===== config.mk =====
export PLATFORM = sky130hd
export DESIGN_NAME = mem_arbiter
export DESIGN_NICKNAME = d
export VERILOG_FILES = /design/src/rtl/mem_pkg.sv /design/src/rtl/mem_arbiter_rr_pick2.sv /design/src/rtl/mem_arbiter.sv
export SDC_FILE = /design/constraint.sdc
export NUM_CORES = 1
export LEC_CHECK = 0
export CAP_MARGIN = 20
export CORE_AREA = 2 2 228 230
export DETAILED_ROUTE_END_ITERATION = 16
export DIE_AREA = 0 0 230 232
export GPL_TIMING_DRIVEN = 0
export PLACE_DENSITY_LB_ADDON = 0.1
export SYNTH_ARGS = -nofsm -noshare
export SYNTH_HDL_FRONTEND = slang
export SYNTH_SLANG_ARGS = --single-unit

===== constraint.sdc =====
create_clock -name clk -period 4.3 [get_ports clk]
set_input_delay 0.86 -clock clk [delete_from_list [all_inputs] [get_ports clk]]
set_output_delay 0.86 -clock clk [all_outputs]
set_load 0.01 [all_outputs]

===== src/rtl/mem_pkg.sv =====
// Shared definitions for the two-port RAM arbiter: RAM command codes and FSM states.
package mem_pkg;

  localparam logic [1:0] MEM_RD  = 2'b00;
  localparam logic [1:0] MEM_WR  = 2'b01;
  localparam logic [1:0] MEM_NOP = 2'b10;

  // The RAM decodes this word address as the console output register.
  localparam logic [7:0] CONSOLE_ADDR = 8'hff;

  typedef enum logic [1:0] {
    IDLE,
    ACCESS,
    RESP
  } arb_state_t;

endpackage


===== src/rtl/mem_arbiter_rr_pick2.sv =====
// Combinational 2-way round-robin selector: on a tie the port that did not win last time is picked.
module rr_pick2 (
  input  logic req0,
  input  logic req1,
  input  logic last_grant,
  output logic grant_valid,
  output logic grant_id
);

  always_comb begin
    grant_valid = req0 | req1;
    if (req0 && req1) grant_id = ~last_grant;
    else              grant_id = req1;
  end

endmodule


===== src/rtl/mem_arbiter.sv =====
// Round-robin arbiter sharing one single-ported RAM between the core (port 0) and loader (port 1).
module mem_arbiter
  import mem_pkg::*;
#(
  parameter int unsigned ADDR_W    = 64,
  parameter int unsigned DATA_W    = 64,
  parameter int unsigned MEM_WORDS = 256
) (
  input  logic              clk,
  input  logic              reset,
  input  logic              req0,
  input  logic              wr0,
  input  logic [ADDR_W-1:0] addr0,
  input  logic [DATA_W-1:0] wdata0,
  output logic              ack0,
  output logic [DATA_W-1:0] rdata0,
  output logic              err0,
  input  logic              req1,
  input  logic              wr1,
  input  logic [ADDR_W-1:0] addr1,
  input  logic [DATA_W-1:0] wdata1,
  output logic              ack1,
  output logic [DATA_W-1:0] rdata1,
  output logic              err1,
  output logic [1:0]        mem_op,
  output logic [ADDR_W-1:0] mem_addr,
  output logic [DATA_W-1:0] mem_write_bytes,
  input  logic [DATA_W-1:0] mem_data
);

  arb_state_t r_state, w_next;
  logic r_last_grant, r_owner;
  logic r_ack0, r_ack1, r_err0, r_err1;
  logic [DATA_W-1:0] r_rdata0, r_rdata1;
  logic [1:0] r_mem_op;
  logic [ADDR_W-1:0] r_mem_addr;
  logic [DATA_W-1:0] r_mem_wb;

  logic w_gvalid, w_gid, w_sel_wr, w_oor;
  logic [ADDR_W-1:0] w_sel_addr;
  logic [DATA_W-1:0] w_sel_wdata, w_resp_data;

  rr_pick2 u_pick (
    .req0        (req0),
    .req1        (req1),
    .last_grant  (r_last_grant),
    .grant_valid (w_gvalid),
    .grant_id    (w_gid)
  );

  assign w_sel_wr    = w_gid ? wr1    : wr0;
  assign w_sel_addr  = w_gid ? addr1  : addr0;
  assign w_sel_wdata = w_gid ? wdata1 : wdata0;
  // Full-width compare: high address bits must never alias into the RAM.
  assign w_oor       = w_sel_addr >= ADDR_W'(MEM_WORDS);
  assign w_resp_data = (r_mem_op == MEM_WR) ? '0 : mem_data;

  always_ff @(posedge clk or negedge reset) begin
    if (!reset) r_state <= IDLE;
    else        r_state <= w_next;
  end

  always_comb begin
    w_next = r_state;
    unique case (r_state)
      IDLE:    if (w_gvalid) w_next = w_oor ? RESP : ACCESS;
      ACCESS:  w_next = RESP;
      RESP:    w_next = IDLE;
      default: w_next = IDLE;
    endcase
  end

  always_ff @(posedge clk or negedge reset) begin
    if (!reset) begin
      r_last_grant <= 1'b1;
      r_owner      <= 1'b0;
      r_ack0       <= 1'b0;
      r_ack1       <= 1'b0;
      r_err0       <= 1'b0;
      r_err1       <= 1'b0;
      r_rdata0     <= '0;
      r_rdata1     <= '0;
      r_mem_op     <= MEM_NOP;
      r_mem_addr   <= '0;
      r_mem_wb     <= '0;
    end else begin
      unique case (r_state)
        IDLE: if (w_gvalid) begin
          r_owner      <= w_gid;
          r_last_grant <= w_gid;
          if (w_oor) begin
            if (w_gid) begin r_ack1 <= 1'b1; r_err1 <= 1'b1; r_rdata1 <= '0; end
            else       begin r_ack0 <= 1'b1; r_err0 <= 1'b1; r_rdata0 <= '0; end
          end else begin
            r_mem_op   <= w_sel_wr ? MEM_WR : MEM_RD;
            r_mem_addr <= w_sel_addr;
            r_mem_wb   <= w_sel_wdata;
          end
        end
        ACCESS: begin
          r_mem_op <= MEM_NOP;
          if (r_owner) begin r_ack1 <= 1'b1; r_err1 <= 1'b0; r_rdata1 <= w_resp_data; end
          else         begin r_ack0 <= 1'b1; r_err0 <= 1'b0; r_rdata0 <= w_resp_data; end
        end
        RESP: begin
          r_ack0 <= 1'b0;
          r_ack1 <= 1'b0;
          r_err0 <= 1'b0;
          r_err1 <= 1'b0;
        end
        default: ;
      endcase
    end
  end

  assign ack0            = r_ack0;
  assign ack1            = r_ack1;
  assign err0            = r_err0;
  assign err1            = r_err1;
  assign rdata0          = r_rdata0;
  assign rdata1          = r_rdata1;
  assign mem_op          = r_mem_op;
  assign mem_addr        = r_mem_addr;
  assign mem_write_bytes = r_mem_wb;

endmodule


== Word-level counts from Yosys, hierarchy flattened ==
Index checks and enable logic that the tools add are counted.

* Bits in read-only memories: 0
* Word-level logic and storage cells: 73
* Register bits after elaboration: 266
* Output and inout port bits: 262
* Input bits: 326
* Bits in latches: 0
* Memories: 0
* RAM bits: 0

* $mul: 0
* Reductions and logical operators: 11
* $lt $le $gt $ge: 1
* Divide/modulo/power cells: 0
* Muxes and demuxes: 36
* Add/sub/neg operators: 0
* Eq/ne operators: 10
* Bitwise gates (word level): 3
* Shift-type cells: 0

{| class="wikitable"
|+ Operator list
! cell !! count
|-
| $mux W64 || 11
|-
| $pmux W64 S2 || 2
|-
| $ge A64 B9 Y1 const B || 1
|-
| $reduce_and A5 Y1 || 4
|-
| $mux W1 || 13
|-
| $ne A2 B2 Y1 const B || 6
|-
| $pmux W1 S3 || 4
|-
| $mux W2 || 4
|-
| $pmux W2 S2 || 2
|-
| $reduce_and A3 Y1 || 2
|-
| $eq A2 B1 Y1 const B || 2
|-
| $reduce_bool A3 Y1 || 1
|-
| $eq A2 B2 Y1 const B || 1
|-
| $logic_not A2 Y1 || 1
|-
| $ne A2 B1 Y1 const B || 1
|-
| $not A1 Y1 || 2
|-
| $reduce_and A2 Y1 || 1
|-
| $reduce_bool A2 Y1 || 1
|-
| $logic_and A1 B1 Y1 || 1
|-
| $or A1 B1 Y1 || 1
|}

== Longest topological paths before layout ==
* Depth after elaboration: 7
* Depth in mapped cells: 9
* Mapped depth without buffers: 8

== Modules after synthesis ==
Synthesis repeated with hierarchy kept, for this count alone.

* Cell total of the unflattened synthesis: 1041
* Area, all modules: 10796.6 µm²

{| class="wikitable"
|+ By module, submodules not included
! module !! instances !! area each (µm²) !! cells an instance !! sequential area each (µm²)
|-
| mem_arbiter || 1 || 10782.8 || 1039 || 6658.9
|-
| rr_pick2 || 1 || 13.8 || 2 || 0.0
|}

== Least setup slack after synthesis ==
Ideal clock, no wire load.

* Path kind: input-to-reg
* Start point: input port addr0[9]
* End point: register r_rdata1[10] (netlist: rdata1[10])
* Buffers on the path: 1
* Setup slack: 1552 ps
* Cell stages on the path: 7
* Required time: 4175 ps
* Arrival time: 2623 ps
* Library setup time: 125 ps
* Cells stage by stage: nor4_1 nand4_1 nor3_1 o22ai_2 a31oi_4 buf_2 mux2_2

* Word-level cells in the longest chain between the ends: 4

{| class="wikitable"
|+ Ends and longest elaborated chain
! item !! RTL line !! RTL
|-
| start: declaration || mem_arbiter.sv:13 || <nowiki>input logic [ADDR_W-1:0] addr0,</nowiki>
|-
| $mux W64 || mem_arbiter.sv:52 || <nowiki>assign w_sel_addr = w_gid ? addr1 : addr0;</nowiki>
|-
| $ge A64 B9 Y1 || mem_arbiter.sv:55 || <nowiki>assign w_oor = w_sel_addr >= ADDR_W'(MEM_WORDS);</nowiki>
|-
| $ne A2 B2 Y1 (no line) || -- ||
|-
| $reduce_and A5 Y1 (no line) || -- ||
|-
| end signal: assignment || mem_arbiter.sv:82 || <nowiki>r_rdata1 <= '0;</nowiki>
|-
| end signal: assignment || mem_arbiter.sv:92 || <nowiki>if (w_gid) begin r_ack1 <= 1'b1; r_err1 <= 1'b1; r_rdata1 <= '0; end</nowiki>
|-
| end signal: assignment || mem_arbiter.sv:102 || <nowiki>if (r_owner) begin r_ack1 <= 1'b1; r_err1 <= 1'b0; r_rdata1 <= w_resp_data; end</nowiki>
|-
| end: declaration || mem_arbiter.sv:34 || <nowiki>logic [DATA_W-1:0] r_rdata0, r_rdata1;</nowiki>
|}

No other way between the ends.
A chain may end at the register's enable or synchronous reset.

== Final worst setup path ==
* Start point: input port addr0[39]
* End point: register r_mem_addr[7] (netlist: mem_addr[7])

* Word-level cells in the longest chain between the ends: 4

{| class="wikitable"
|+ Ends and longest elaborated chain
! item !! RTL line !! RTL
|-
| $mux W64 || mem_arbiter.sv:52 ||
|-
| $ge A64 B9 Y1 || mem_arbiter.sv:55 ||
|-
| $not A1 Y1 (no line) || -- ||
|-
| $reduce_and A3 Y1 (no line) || -- ||
|-
| end signal: assignment || mem_arbiter.sv:96 || <nowiki>r_mem_addr <= w_sel_addr;</nowiki>
|-
| end: declaration || mem_arbiter.sv:36 || <nowiki>logic [ADDR_W-1:0] r_mem_addr;</nowiki>
|}

No other way between the ends.

==> impl_results.md <==
* CP Max Fanout at 10
* Drt total wl at 45720 um
* Syn avg cell area at 12.52 um2
* Mean number of vias per cell at 4.105
* Pwr dens at 346.8 mW/mm2
* Slew HR at 33.98%
* Core area at 0.05089 mm2
* Sum Neg Setup Slack at 0 ps
* Max-Cap Viols at 0
* Area Overhead vs Synth at 70.98%
* R2R setup slack at 1080 ps
* I/O pin total at 588
* Pint at 4832 uW
* Detailed Place HPWL at 35910 um
* Tightest Pin Transition at 990.3 ps
* Final max-slew violation count at 0
* FF-to-FF End: mem_addr[7]
* Port-buffer cells at 587
* Maximum clock frequency at 0.2604 GHz
* Worst Reg-to-Reg Cells at 8
* Syn Inst Count at 888
* # DRC at 0
* Reg clk slew, reported paths at 60 ps
* Site Rows at 83
* Most frequent cells in the layout: 586 x clkdlybuf4s50_1, 264 x dfrtp_1, 122 x and2_1
* Sw Pwr at 1759 uW
* CP endpoint: mem_addr[7]
* Initial core utilization at 21.84%
* Hold crit path type: in2async
* Clk Tree Root Cell: clkbuf_16
* Most common library cell in the layout ignoring fill and taps: clkdlybuf4s50_1
* CTS H-tree lvls at 2
* Die width at 230 um
* Final period utilization at 89.29%
* RSZ-0062 raised after global routing: false
* Grt total ovfl at 0
* Die area at 0.05336 mm2
* Crit Path Class: in2reg
* Sequential area share after synthesis at 59.91%
* Unique cell type count in the Yosys netlist at 37
* Vias in the first global route at 9894
* Final #Nets at 1843
* Mapped Area at 0.01112 mm2
* Hold Violations, Final at 0
* Initial antenna violation count at 3
* Crit. End Element: flip-flop
* Die H at 232 um
* CTS buffer count at 34
* Clock latency on the worst-skew pair at 540 ps
* Outcome: finished clean
* Number of synthesized register bits at 266
* Worst setup path start: addr0[39]
* Crit start category: input port
* Clk network pwr share at 42.2%
* Hold Slack at 265.9 ps
* Top FF cell, synth: dfrtp_1
* Switching Fraction at 26.69%
* Total number of vias at 9104
* Yosys synthesis warning count at 0
* Period minus WS final at 3840 ps
* Post-DR wirelength/cell at 20.61 um
* First-pass GRT wire length at 66890 um
* Fin Clk Skew at 12.31 ps
* Arr. time, crit path at 4210 ps
* Postcts setup bufs at 0
* 1st-iter DRT viols at 362
* Max Buffers Root-to-Sink at 3
* RePlAce Congestion at 0.9219
* TritonRoute pass-1 iters at 4
* GRT Total Usage at 16.93%
* Post-Syn Nets at 1217
* Logic gate share of total power at 18.8%
* FFs w/ async S/R, synth at 100.0%
* Max VDD drop at 201.1 uV
* Clk sink count at 266
* WP data required at 4670 ps
* # fillers at 5121
* Reg2reg start: r_last_grant
* Flop pwr share at 39.0%
* Pin count of the biggest net entering global routing at 110
* DRT antenna net count at 0
* Share of layout cells above drive strength 1 at 9.583%
* # setup viols final at 0
* Leakage power at 0.008396 uW
* EDFF count, synth at 0
* TritonCTS clock tree: built
==> layer usage <==
layer	wire, um	vias up	track usage [%]
li1	-	4340	-
met1	18930	4359	20.63
met2	21420	350	27.59
met3	4627	53	7.527
met4	736	2	3.609
met5	13	-	0
==> metrics by stage <==
| stage | power [uW] | std cells | worst slack (ps) | utilization [%] | instance area, um2 |
|---|---|---|---|---|---|
| after CTS | 6761 | 2214 | 32.12 | 37.31 | 18980 |
| after global placement | 3873 | 2155 | -10120 | 35.06 | 17840 |
| after detailed placement | 3883 | 2158 | -525.7 | 35.20 | 17910 |
| after global routing | 6953 | 2215 | 237.5 | 37.33 | 19000 |
| final | 6591 | 2218 | 460.4 | 37.35 | 19010 |
| after floorplan | 3243 | 888 | 1552 | - | 11120 |
==> synth_stat cells, types with 2 or more instances <==
cell / number / area (um2)
and2_1: 122 / 763.2
buf_2: 15 / 75.07
clkbuf_1: 24 / 90.09
a31oi_4: 2 / 42.54
nor4_1: 28 / 175.2
dfrtp_1: 264 / 6606
nor3_1: 6 / 30.03
o21ai_0: 75 / 375.4
nand4_1: 8 / 50.05
nor2_1: 7 / 26.28
mux2_1: 67 / 754.5
mux2_2: 61 / 686.9
o211ai_1: 4 / 30.03
nand2_1: 88 / 330.3
buf_1: 4 / 15.01
or2_2: 2 / 12.51
dfstp_2: 2 / 52.55
a22oi_1: 4 / 30.03
buf_4: 6 / 45.04
ha_1: 3 / 37.54
a21oi_1: 4 / 20.02
mux2i_1: 72 / 720.7
inv_1: 6 / 22.52
==> worst min-delay path by stage <==
| stage | to | cells after the start | slack, ps | from |
|---|---|---|---|---|
| final | rdata1[18] | 1 | 270 | reset |
| after global routing | rdata0[58] | 1 | 270 | reset |
| after CTS | rdata0[58] | 1 | 230 | reset |
| after detailed placement | mem_write_bytes[60] | 2 | 470 | mem_write_bytes[60] |
| after global placement | mem_write_bytes[47] | 2 | 460 | mem_write_bytes[47] |
| after floorplan | mem_addr[0] | 2 | 510 | mem_addr[0] |
==> cell type report <==
cell class	count	area, um2	share of cell area (%)
plain buffers	49	225.2	1.185
repair buffers	590	5943	31.27
well taps	680	850.8	4.477
clock buffers	45	942.2	4.957
flip-flops and latches	266	6659	35.04
clock inverters	11	131.4	0.6912
inverters	6	22.52	0.1185
diodes	4	10.01	0.05267
multi-input cells	567	4222	22.21
==> power groups by stage <==
stage / clock network (uW) / registers [uW] / logic, uW
floorplan: 0 / 2620 / 626
finish: 2780 / 2570 / 1240
detailed placement: 0 / 2620 / 1270
CTS: 2920 / 2570 / 1270
global placement: 0 / 2620 / 1260
global route: 3040 / 2570 / 1340
==> critical path, stage by stage <==
cell and delay (ps):
clkdlybuf4s50_1 510, nor4_2 530, nand4_1 170, nor3_1 510, o221ai_2 350, buf_2 310, clkbuf_1 380, buf_2 370
nand2_1 100, o21ai_0 80
==> sequential cells by signal (all words and copies together) (netlist names) <==
signal	flops
r_state	2
ack0	1
mem_addr	64
ack1	1
r_last_grant	1
err0	1
rdata0	64
rdata1	64
r_owner	1
mem_op	2
err1	1
mem_write_bytes	64
==> repair_timing <==
item                       4_1_cts  5_1_grt
resized for setup                0        2
setup endpoints to repair        0       70
hold buffers                     0        0
==> cell families (layout without fill, tap and decap cells) <==
| kind of cell | after synthesis | count (layout) | synth area share, % |
|---|---|---|---|
| buffers and inverters | 55 | 701 | 2.229 |
| other | 0 | 4 | 0 |
| flip-flops | 266 | 266 | 59.91 |
| adder cells (fa/ha/maj) | 3 | 3 | 0.3377 |
| multiplexers | 200 | 200 | 19.45 |
| AO/OA/AOI/OAI | 99 | 99 | 5.324 |
| AND/OR/NAND/NOR | 265 | 265 | 12.75 |
Note: power is estimated with default switching activity, not from simulation.
